`config.mk`:
```
export PLATFORM = sky130hd
export DESIGN_NAME = logic_rs_unit_flat
export DESIGN_NICKNAME = d
export VERILOG_FILES = /design/src/rtl/tomasulo_pkg.sv /design/src/rtl/logic_rs_unit_if.sv /design/src/rtl/logic_alu32.sv /design/src/rtl/logic_rs_unit.sv /design/src/flat_wrapper.sv
export SDC_FILE = /design/constraint.sdc
export NUM_CORES = 1
export LEC_CHECK = 0
export ABC_AREA = 1
export BUFFER_PORTS_ARGS = -buffer_cell sky130_fd_sc_hd__buf_2
export CELL_PAD_IN_SITES_DETAIL_PLACEMENT = 0
export CELL_PAD_IN_SITES_GLOBAL_PLACEMENT = 1
export CORE_MARGIN = 2
export CORE_UTILIZATION = 45
export DETAILED_ROUTE_END_ITERATION = 12
export GPL_TIMING_DRIVEN = 0
export PLACE_DENSITY_LB_ADDON = 0.1
export SLEW_MARGIN = 15
export SYNTH_ARGS = -nofsm -noshare
export SYNTH_HDL_FRONTEND = slang
export SYNTH_SLANG_ARGS = --single-unit
export TNS_END_PERCENT = 10
```
`constraint.sdc`:
```
create_clock -name clk -period 7.8 [get_ports clk]
set_clock_uncertainty 0.2 [all_clocks]
set_input_delay 1.95 -clock clk [delete_from_list [all_inputs] [get_ports clk]]
set_output_delay 1.95 -clock clk [all_outputs]
set_load 0.01 [all_outputs]
```
`src/rtl/tomasulo_pkg.sv`:
```
// Shared types for the Tomasulo logic unit: op encodings, datapath width and
// the reservation-station entry record.
package tomasulo_pkg;

  localparam int unsigned XLEN      = 32;
  localparam int unsigned DEF_TAG_W = 4;
  // Entry tags are stored zero-extended so any TAG_W up to this fits the record.
  localparam int unsigned TAG_W_MAX = 8;

  typedef enum logic [1:0] {
    LOGIC_AND = 2'b00,
    LOGIC_OR  = 2'b01,
    LOGIC_XOR = 2'b10,
    LOGIC_NOR = 2'b11
  } logic_op_e;

  typedef struct packed {
    logic                 valid;
    logic_op_e            op;
    logic                 rj;
    logic [XLEN-1:0]      vj;
    logic [TAG_W_MAX-1:0] qj;
    logic                 rk;
    logic [XLEN-1:0]      vk;
    logic [TAG_W_MAX-1:0] qk;
  } rs_entry_t;

endpackage

```
`src/rtl/logic_rs_unit_if.sv`:
```
// Dispatch, CDB snoop and result/grant signals of the logic reservation station.
interface logic_rs_unit_if #(
  parameter int unsigned TAG_W = tomasulo_pkg::DEF_TAG_W
);
  logic                          disp_valid;
  logic                          disp_ready;
  logic [TAG_W-1:0]              disp_tag;
  logic [1:0]                    disp_op;
  logic                          disp_rj;
  logic                          disp_rk;
  logic [tomasulo_pkg::XLEN-1:0] disp_vj;
  logic [tomasulo_pkg::XLEN-1:0] disp_vk;
  logic [TAG_W-1:0]              disp_qj;
  logic [TAG_W-1:0]              disp_qk;
  logic                          cdb_valid;
  logic [TAG_W-1:0]              cdb_tag;
  logic [tomasulo_pkg::XLEN-1:0] cdb_data;
  logic                          cdb_grant;
  logic                          res_valid;
  logic [TAG_W-1:0]              res_tag;
  logic [tomasulo_pkg::XLEN-1:0] res_data;

  modport slave (
    input  disp_valid, disp_op, disp_rj, disp_rk, disp_vj, disp_vk, disp_qj, disp_qk,
    input  cdb_valid, cdb_tag, cdb_data, cdb_grant,
    output disp_ready, disp_tag, res_valid, res_tag, res_data
  );

  modport master (
    output disp_valid, disp_op, disp_rj, disp_rk, disp_vj, disp_vk, disp_qj, disp_qk,
    output cdb_valid, cdb_tag, cdb_data, cdb_grant,
    input  disp_ready, disp_tag, res_valid, res_tag, res_data
  );
endinterface

```
`src/rtl/logic_alu32.sv`:
```
// Combinational 32-bit bitwise datapath: AND/OR/XOR/NOR with a 4:1 select on op.
module logic_alu32 import tomasulo_pkg::*; (
  input  logic_op_e       op,
  input  logic [XLEN-1:0] a,
  input  logic [XLEN-1:0] b,
  output logic [XLEN-1:0] y
);
  logic [XLEN-1:0] and32, or32, xor32, nor32;

  assign and32 = a & b;
  assign or32  = a | b;
  assign xor32 = a ^ b;
  assign nor32 = ~(a | b);

  always_comb begin
    y = '0;
    unique case (op)
      LOGIC_AND: y = and32;
      LOGIC_OR:  y = or32;
      LOGIC_XOR: y = xor32;
      LOGIC_NOR: y = nor32;
    endcase
  end
endmodule

```
`src/rtl/logic_rs_unit.sv`:
```
// Reservation station + single result slot for the logic FU. Optional macro
// LOGIC_RS_WAKEUP_BYPASS_EN lets an entry woken by the CDB issue in the same cycle.
module logic_rs_unit import tomasulo_pkg::*; #(
  parameter int unsigned RS_DEPTH    = 4,
  parameter int unsigned TAG_W       = DEF_TAG_W,
  parameter int unsigned RS_TAG_BASE = 4
) (
  input  logic           clk,
  input  logic           rst_n,
  input  logic           flush,
  logic_rs_unit_if.slave rs
);
  localparam int unsigned IDX_W = (RS_DEPTH > 1) ? $clog2(RS_DEPTH) : 1;

  rs_entry_t ent_q [RS_DEPTH];
  rs_entry_t ent_d [RS_DEPTH];
  rs_entry_t snp   [RS_DEPTH];
  rs_entry_t disp_ent;

  logic [RS_DEPTH-1:0]  rdy;
  logic [RS_DEPTH-1:0]  busy;
  logic                 iss_any, free_any, issue, disp_fire;
  logic [IDX_W-1:0]     iss_idx, free_idx;
  logic [TAG_W_MAX-1:0] cdb_tag_x;
  logic [XLEN-1:0]      alu_y;

  logic             res_valid_q, res_valid_d;
  logic [TAG_W-1:0] res_tag_q, res_tag_d;
  logic [XLEN-1:0]  res_data_q, res_data_d;

  assign cdb_tag_x = TAG_W_MAX'(rs.cdb_tag);

  // Stored entries as they look after this cycle's CDB capture.
  always_comb begin
    for (int i = 0; i < int'(RS_DEPTH); i++) begin
      snp[i]  = ent_q[i];
      busy[i] = ent_q[i].valid;
      if (ent_q[i].valid && rs.cdb_valid) begin
        if (!ent_q[i].rj && ent_q[i].qj == cdb_tag_x) begin
          snp[i].rj = 1'b1;
          snp[i].vj = rs.cdb_data;
        end
        if (!ent_q[i].rk && ent_q[i].qk == cdb_tag_x) begin
          snp[i].rk = 1'b1;
          snp[i].vk = rs.cdb_data;
        end
      end
`ifdef LOGIC_RS_WAKEUP_BYPASS_EN
      rdy[i] = snp[i].valid && snp[i].rj && snp[i].rk;
`else
      rdy[i] = ent_q[i].valid && ent_q[i].rj && ent_q[i].rk;
`endif
    end
  end

  // Incoming op, with the same-cycle broadcast applied so it is never missed.
  always_comb begin
    disp_ent       = '0;
    disp_ent.valid = 1'b1;
    disp_ent.op    = logic_op_e'(rs.disp_op);
    disp_ent.rj    = rs.disp_rj;
    disp_ent.vj    = rs.disp_vj;
    disp_ent.qj    = TAG_W_MAX'(rs.disp_qj);
    disp_ent.rk    = rs.disp_rk;
    disp_ent.vk    = rs.disp_vk;
    disp_ent.qk    = TAG_W_MAX'(rs.disp_qk);
    if (rs.cdb_valid && !rs.disp_rj && disp_ent.qj == cdb_tag_x) begin
      disp_ent.rj = 1'b1;
      disp_ent.vj = rs.cdb_data;
    end
    if (rs.cdb_valid && !rs.disp_rk && disp_ent.qk == cdb_tag_x) begin
      disp_ent.rk = 1'b1;
      disp_ent.vk = rs.cdb_data;
    end
  end

  // Fixed priority, lowest index wins, for both issue and allocation.
  always_comb begin
    iss_any  = 1'b0;
    iss_idx  = '0;
    free_any = 1'b0;
    free_idx = '0;
    for (int i = int'(RS_DEPTH) - 1; i >= 0; i--) begin
      if (rdy[i]) begin
        iss_any = 1'b1;
        iss_idx = IDX_W'(i);
      end
      if (!busy[i]) begin
        free_any = 1'b1;
        free_idx = IDX_W'(i);
      end
    end
  end

  assign issue     = iss_any && (!res_valid_q || rs.cdb_grant);
  assign disp_fire = rs.disp_valid && rs.disp_ready;

  logic_alu32 u_alu (
    .op (snp[iss_idx].op),
    .a  (snp[iss_idx].vj),
    .b  (snp[iss_idx].vk),
    .y  (alu_y)
  );

  always_comb begin
    for (int i = 0; i < int'(RS_DEPTH); i++) ent_d[i] = snp[i];
    res_valid_d = res_valid_q;
    res_tag_d   = res_tag_q;
    res_data_d  = res_data_q;
    if (issue) begin
      ent_d[iss_idx].valid = 1'b0;
      res_valid_d          = 1'b1;
      res_tag_d            = TAG_W'(RS_TAG_BASE + 32'(iss_idx));
      res_data_d           = alu_y;
    end else if (rs.cdb_grant) begin
      res_valid_d = 1'b0;
    end
    if (disp_fire) ent_d[free_idx] = disp_ent;
    if (flush) begin
      for (int i = 0; i < int'(RS_DEPTH); i++) ent_d[i].valid = 1'b0;
      res_valid_d = 1'b0;
    end
  end

  always_ff @(posedge clk or negedge rst_n) begin
    if (!rst_n) begin
      for (int i = 0; i < int'(RS_DEPTH); i++) ent_q[i] <= '0;
      res_valid_q <= 1'b0;
      res_tag_q   <= '0;
      res_data_q  <= '0;
    end else begin
      for (int i = 0; i < int'(RS_DEPTH); i++) ent_q[i] <= ent_d[i];
      res_valid_q <= res_valid_d;
      res_tag_q   <= res_tag_d;
      res_data_q  <= res_data_d;
    end
  end

  // Ready is a pure function of registered occupancy, so a slot freed by issue
  // only shows up as ready in the following cycle.
  assign rs.disp_ready = free_any;
  assign rs.disp_tag   = TAG_W'(RS_TAG_BASE + 32'(free_idx));
  assign rs.res_valid  = res_valid_q;
  assign rs.res_tag    = res_tag_q;
  assign rs.res_data   = res_data_q;
endmodule
```
`src/flat_wrapper.sv`:
```
// flat-port wrapper written by rule: the top's interface ports become plain ports
module logic_rs_unit_flat import tomasulo_pkg::*;
#(
  parameter int unsigned RS_DEPTH    = 4,
  parameter int unsigned TAG_W       = DEF_TAG_W,
  parameter int unsigned RS_TAG_BASE = 4
)
  (clk, rst_n, flush, rs_disp_valid, rs_disp_op, rs_disp_rj, rs_disp_rk, rs_disp_vj, rs_disp_vk, rs_disp_qj, rs_disp_qk, rs_cdb_valid, rs_cdb_tag, rs_cdb_data, rs_cdb_grant, rs_disp_ready, rs_disp_tag, rs_res_valid, rs_res_tag, rs_res_data);
  logic_rs_unit_if #(.TAG_W(TAG_W)) rs_i ();
  input  logic clk;
  input  logic rst_n;
  input  logic flush;
  input wire logic [$bits(rs_i.disp_valid)-1:0] rs_disp_valid;
  input wire logic [$bits(rs_i.disp_op)-1:0] rs_disp_op;
  input wire logic [$bits(rs_i.disp_rj)-1:0] rs_disp_rj;
  input wire logic [$bits(rs_i.disp_rk)-1:0] rs_disp_rk;
  input wire logic [$bits(rs_i.disp_vj)-1:0] rs_disp_vj;
  input wire logic [$bits(rs_i.disp_vk)-1:0] rs_disp_vk;
  input wire logic [$bits(rs_i.disp_qj)-1:0] rs_disp_qj;
  input wire logic [$bits(rs_i.disp_qk)-1:0] rs_disp_qk;
  input wire logic [$bits(rs_i.cdb_valid)-1:0] rs_cdb_valid;
  input wire logic [$bits(rs_i.cdb_tag)-1:0] rs_cdb_tag;
  input wire logic [$bits(rs_i.cdb_data)-1:0] rs_cdb_data;
  input wire logic [$bits(rs_i.cdb_grant)-1:0] rs_cdb_grant;
  output wire logic [$bits(rs_i.disp_ready)-1:0] rs_disp_ready;
  output wire logic [$bits(rs_i.disp_tag)-1:0] rs_disp_tag;
  output wire logic [$bits(rs_i.res_valid)-1:0] rs_res_valid;
  output wire logic [$bits(rs_i.res_tag)-1:0] rs_res_tag;
  output wire logic [$bits(rs_i.res_data)-1:0] rs_res_data;
  assign rs_i.disp_valid = rs_disp_valid;
  assign rs_i.disp_op = rs_disp_op;
  assign rs_i.disp_rj = rs_disp_rj;
  assign rs_i.disp_rk = rs_disp_rk;
  assign rs_i.disp_vj = rs_disp_vj;
  assign rs_i.disp_vk = rs_disp_vk;
  assign rs_i.disp_qj = rs_disp_qj;
  assign rs_i.disp_qk = rs_disp_qk;
  assign rs_i.cdb_valid = rs_cdb_valid;
  assign rs_i.cdb_tag = rs_cdb_tag;
  assign rs_i.cdb_data = rs_cdb_data;
  assign rs_i.cdb_grant = rs_cdb_grant;
  assign rs_disp_ready = rs_i.disp_ready;
  assign rs_disp_tag = rs_i.disp_tag;
  assign rs_res_valid = rs_i.res_valid;
  assign rs_res_tag = rs_i.res_tag;
  assign rs_res_data = rs_i.res_data;
  logic_rs_unit #(.RS_DEPTH(RS_DEPTH), .TAG_W(TAG_W), .RS_TAG_BASE(RS_TAG_BASE)) u_core (.clk(clk), .rst_n(rst_n), .flush(flush), .rs(rs_i));
endmodule
```
==> qor.log <==
INFO  status         outcome=finished, final reports clean
INFO  floorplan      dieWidth=224.7µm
INFO  power          max-vdd-ir-drop=0.1615mV
INFO  worst_hold_path hold_path_depth=1
INFO  yosys          netlist-cell-type-count=40
INFO  clock_tree     cts_htree_levels=2
INFO  setup_path     rrSetupSlack=3.53ns
INFO  route          route.vias.total=22350
INFO  timing         max_freq=207.3MHz
INFO  power          cellPowerDensity=259.2nW/µm²
INFO  final_layout   fillCellCount=4829
INFO  yosys          post-synth-top-area-cell=sky130_fd_sc_hd__dfrtp_1
INFO  setup_path     critical_path_arrival=5.09ns
INFO  route          viasPerCell=5.773
INFO  run            max_cap_viol_count=0
INFO  worst_hold_path min_delay_worst_type=flip-flop to flip-flop
INFO  timing         finalCritPeriodShare=61.86%
INFO  route          post-route-drc-count=0
INFO  clock_tree     cts_tree=built
INFO  floorplan      boundary_pin_count=160
INFO  clock_tree     cts_setup_buffers=0
INFO  timing         fin_hold_ws=0.2635ns
INFO  yosys          synth-main-ff-cell=sky130_fd_sc_hd__dfrtp_1
INFO  timing         period_needed=4.825ns
INFO  worst_hold_path min_to=u_core.rs.res_tag[2]
INFO  yosys          synthesis.yosys.warnings=0
INFO  clock_tree     postCtsResizedCells=0
INFO  clock_tree     clk_latency=0.59ns
INFO  yosys          synth_seq_area_share=39.27%
INFO  clock_tree     cts-root-to-sink-buffers=3
INFO  yosys          mappedNetlistArea=21920µm²
INFO  yosys          synth_top_area_share=39.27%
INFO  placed_design  io_buffer_count=127
INFO  clock_tree     cts_hold_buf=0
INFO  floorplan      row_count=80
INFO  floorplan      initial_utilization=45.72%
INFO  clock_tree     cts.root.buffer_cell=sky130_fd_sc_hd__clkbuf_16
INFO  yosys          synthesis.area_per_instance=7.197µm²
INFO  final_layout   postLayoutCoreUtil=51.69%
INFO  yosys          edff_count_synth=0
INFO  floorplan      core-area=47950µm²
INFO  setup_path     critical_path_peak_fanout=10
INFO  yosys          async_reset_ff_share=100.0%
INFO  final_layout   register_area=8608µm²
INFO  setup_path     startpoint_type=primary input
INFO  grt            grt_max_degree=95
INFO  setup_path     cell_with_the_most_instances_on_the_worst_path=sky130_fd_sc_hd__nand2_1
INFO  route          drt-wirelength-per-cell=24.70µm
INFO  power          leakage=0.01345µW
INFO  timing         final-max-slew-violation-count=0
INFO  clock_tree     worst_setup_hold_path_clk_slew=0.05ns
INFO  route          detail_route.wirelength=95620µm
INFO  grt            grt_pass1_wl=139000µm
INFO  final_layout   drive_gt1_share=10.18%
INFO  yosys          synthesis.instances=3046
INFO  timing         rsz0062_at_grt=false
INFO  worst_hold_path min_from=u_core.rs.res_tag[2]
INFO  route          drt.antenna.violating_nets=0
INFO  final_layout   final_nets=3404
INFO  placed_design  gp_congestion=0.9854
INFO  yosys          yosys_register_bits=344
INFO  floorplan      area_of_the_die=50500µm²
INFO  grt            number_of_antenna_violations_at_the_first_check_in_global_routing=7
INFO  yosys          post_synth_main_area_contributors=sky130_fd_sc_hd__dfrtp_1 (39%), sky130_fd_sc_hd__nand2_1 (15%), sky130_fd_sc_hd__o21ai_0 (8.4%)
INFO  setup_path     timing.critical_path.required=8.07ns
INFO  setup_path     ff2ff_path_depth=19
INFO  setup_path     critical_setup_path_kind=primary input to flip-flop
INFO  setup_path     cells_along_the_critical_path=buf_2 -> nand2_1 -> nor4_2 -> nand3_2 -> clkbuf_1 -> nand2_1 -> o21ai_0 -> nand2_1 -> nand2_1 -> nor2_1 -> ha_1 -> inv_1 -> nand2_1 -> nand3_1 -> nand3_1 -> nand2_1 -> nand2_1
INFO  clock_tree     inserted_clock_buffers=42
INFO  timing         max_slew.worst_pin.slew=1.266ns
INFO  timing         finalHoldViolations=0
INFO  clock_tree     numClockSinks=344
INFO  route          drt_first_iter_violations=2928
INFO  setup_path     critPathSlowestCell=sky130_fd_sc_hd__clkbuf_1
INFO  floorplan      die_h=224.7µm
INFO  final_layout   area_growth_syn_to_layout=13.05%
INFO  grt            first_global_vias=21090
INFO  setup_path     timing.rr.end=u_core.rs.res_data[23]
INFO  setup_path     crit-reg2reg-launch=u_core.busy[1]
INFO  setup_path     endpoint_kind=flip-flop
INFO  placed_design  hpwl=69740µm
INFO  route          pre_antenna_drt_iters=7
INFO  grt            global_route.usage.total=37.77%
INFO  timing         final-setup-viol-count=0
INFO  grt            aggregate_global_routing_overflow=0
INFO  timing         slew_headroom=15.61%
INFO  setup_path     max_stage_delay=0.53ns
INFO  final_layout   multiInputGateArea=10860µm²
[critical path, delay by kind of cell]
family          cells  cell delay, ns
compound gates      1            0.13
fa+ha+maj           1            0.29
buf+inv             3            0.72
simple gates       12            1.97
[flip-flops by register name, summed over array words and instances (netlist names)]
name,cells
u_core.rs.res_data,32
u_core.ent_q,304
u_core.rs.res_valid,1
u_core.busy,4
u_core.rs.res_tag,3
[area by class of cell]
type                            count  area share (%)
Multi-Input combinational cell   2103           43.84
Sequential cell                   344           34.74
Inverter                          383           5.801
Clock buffer                       68           5.205
Buffer                            217           4.110
Tap cell                          615           3.105
Timing Repair Buffer              131           3.049
Clock inverter                      4         0.09593
Antenna cell                        6         0.06058
[power breakdown]
part	total (µW)	internal [µW]	leakage, µW	switching, µW
combinational	2040	708	0.00877	1330
sequential	2430	2260	0.00403	173
clock	1950	1120	0.000648	826
total	6420	4090	0.0134	2330
[metal layers]
metal | GRT usage [%] | wire length, µm | share of wire (%) | vias to the layer above
met5 | 0 | 0 | 0 | -
met3 | 7.877 | 10090 | 11 | 230
met1 | 53.03 | 40640 | 42 | 10670
met4 | 15.17 | 3867 | 4.0 | 0
met2 | 56.83 | 41020 | 43 | 1296
li1 | - | - | - | 10150
[placed cells by master (no fill, tap or decap), drive strengths merged]
cell and count:
buf 233, clkinv 4, dfrtp 344, conb 3
diode 6, a22oi 2, xor2 14, nand2 866
nand3 125, clkbuf 183, o221ai 1, nand3b 6
inv 383, o22ai 3, nand4 31, o21a 3
o211ai 98, nor4 4, a221oi 1, xnor2 3
ha 64, mux2i 128, nor2 192, or2 9
a21oi 115, nor3 4, o21ai 429, a211oi 2
[how the worst max path moves through the flow]
stage,start,to,slack [ns],depth (start not counted)
2_1_floorplan,rs_cdb_tag[2],u_core.rs.res_data[4],3.57,16
3_3_place_gp,rst_n,u_core.ent_q[64],-2.68,1
3_5_place_dp,rs_cdb_tag[1],u_core.rs.res_data[12],2.49,17
4_1_cts,rs_cdb_tag[1],u_core.rs.res_data[12],3.09,17
5_1_grt,rs_cdb_tag[0],u_core.rs.res_data[20],2.83,18
6_report,rs_cdb_valid,u_core.rs.res_data[14],2.98,17
[cells by family after synthesis]
| logic type | synth area share [%] |
|---|---|
| buf+inv | 11.20 |
| xor+xnor | 0.6792 |
| mux | 5.844 |
| compound gates | 16.29 |
| other cells | 0.03426 |
| flops | 39.27 |
| fa+ha+maj | 3.653 |
| simple gates | 23.03 |
[stage by stage]
stage / worst slack [ns] / TNS [ns] / instance area [µm²] / total power (µW) / instances
2_1_floorplan: 3.569 / 0 / 21930 / 3760 / 3047
3_3_place_gp: -2.682 / -901.29 / 23330 / 4366 / 3789
3_5_place_dp: 2.492 / 0 / 23450 / 4431 / 3793
4_1_cts: 3.090 / 0 / 24770 / 6365 / 3865
5_1_grt: 2.834 / 0 / 24780 / 6781 / 3871
6_report: 2.975 / 0 / 24780 / 6423 / 3871
[Yosys cell counts, types with 3 or more instances]
cell and number:
sky130_fd_sc_hd__o211ai_2 4, sky130_fd_sc_hd__o211ai_1 94, sky130_fd_sc_hd__o21ai_0 366, sky130_fd_sc_hd__ha_1 64, sky130_fd_sc_hd__nand2_2 6, sky130_fd_sc_hd__nand4_1 31, sky130_fd_sc_hd__buf_2 72, sky130_fd_sc_hd__clkbuf_1 114
sky130_fd_sc_hd__nor4_2 3, sky130_fd_sc_hd__buf_4 8, sky130_fd_sc_hd__inv_2 5, sky130_fd_sc_hd__a21oi_1 114, sky130_fd_sc_hd__o21a_1 3, sky130_fd_sc_hd__mux2i_1 128, sky130_fd_sc_hd__o21ai_1 63, sky130_fd_sc_hd__nand3b_1 6
sky130_fd_sc_hd__xor2_1 14, sky130_fd_sc_hd__o22ai_1 3, sky130_fd_sc_hd__nand3_2 5, sky130_fd_sc_hd__nor2_2 10, sky130_fd_sc_hd__nor2_1 181, sky130_fd_sc_hd__dfrtp_1 344, sky130_fd_sc_hd__xnor2_1 3, sky130_fd_sc_hd__nand3_1 120
sky130_fd_sc_hd__buf_1 11, sky130_fd_sc_hd__buf_6 11, sky130_fd_sc_hd__nor3_2 4, sky130_fd_sc_hd__or2_2 9, sky130_fd_sc_hd__nand2_1 860, sky130_fd_sc_hd__inv_1 377
No activity file was read; power rests on OpenSTA's default activity.
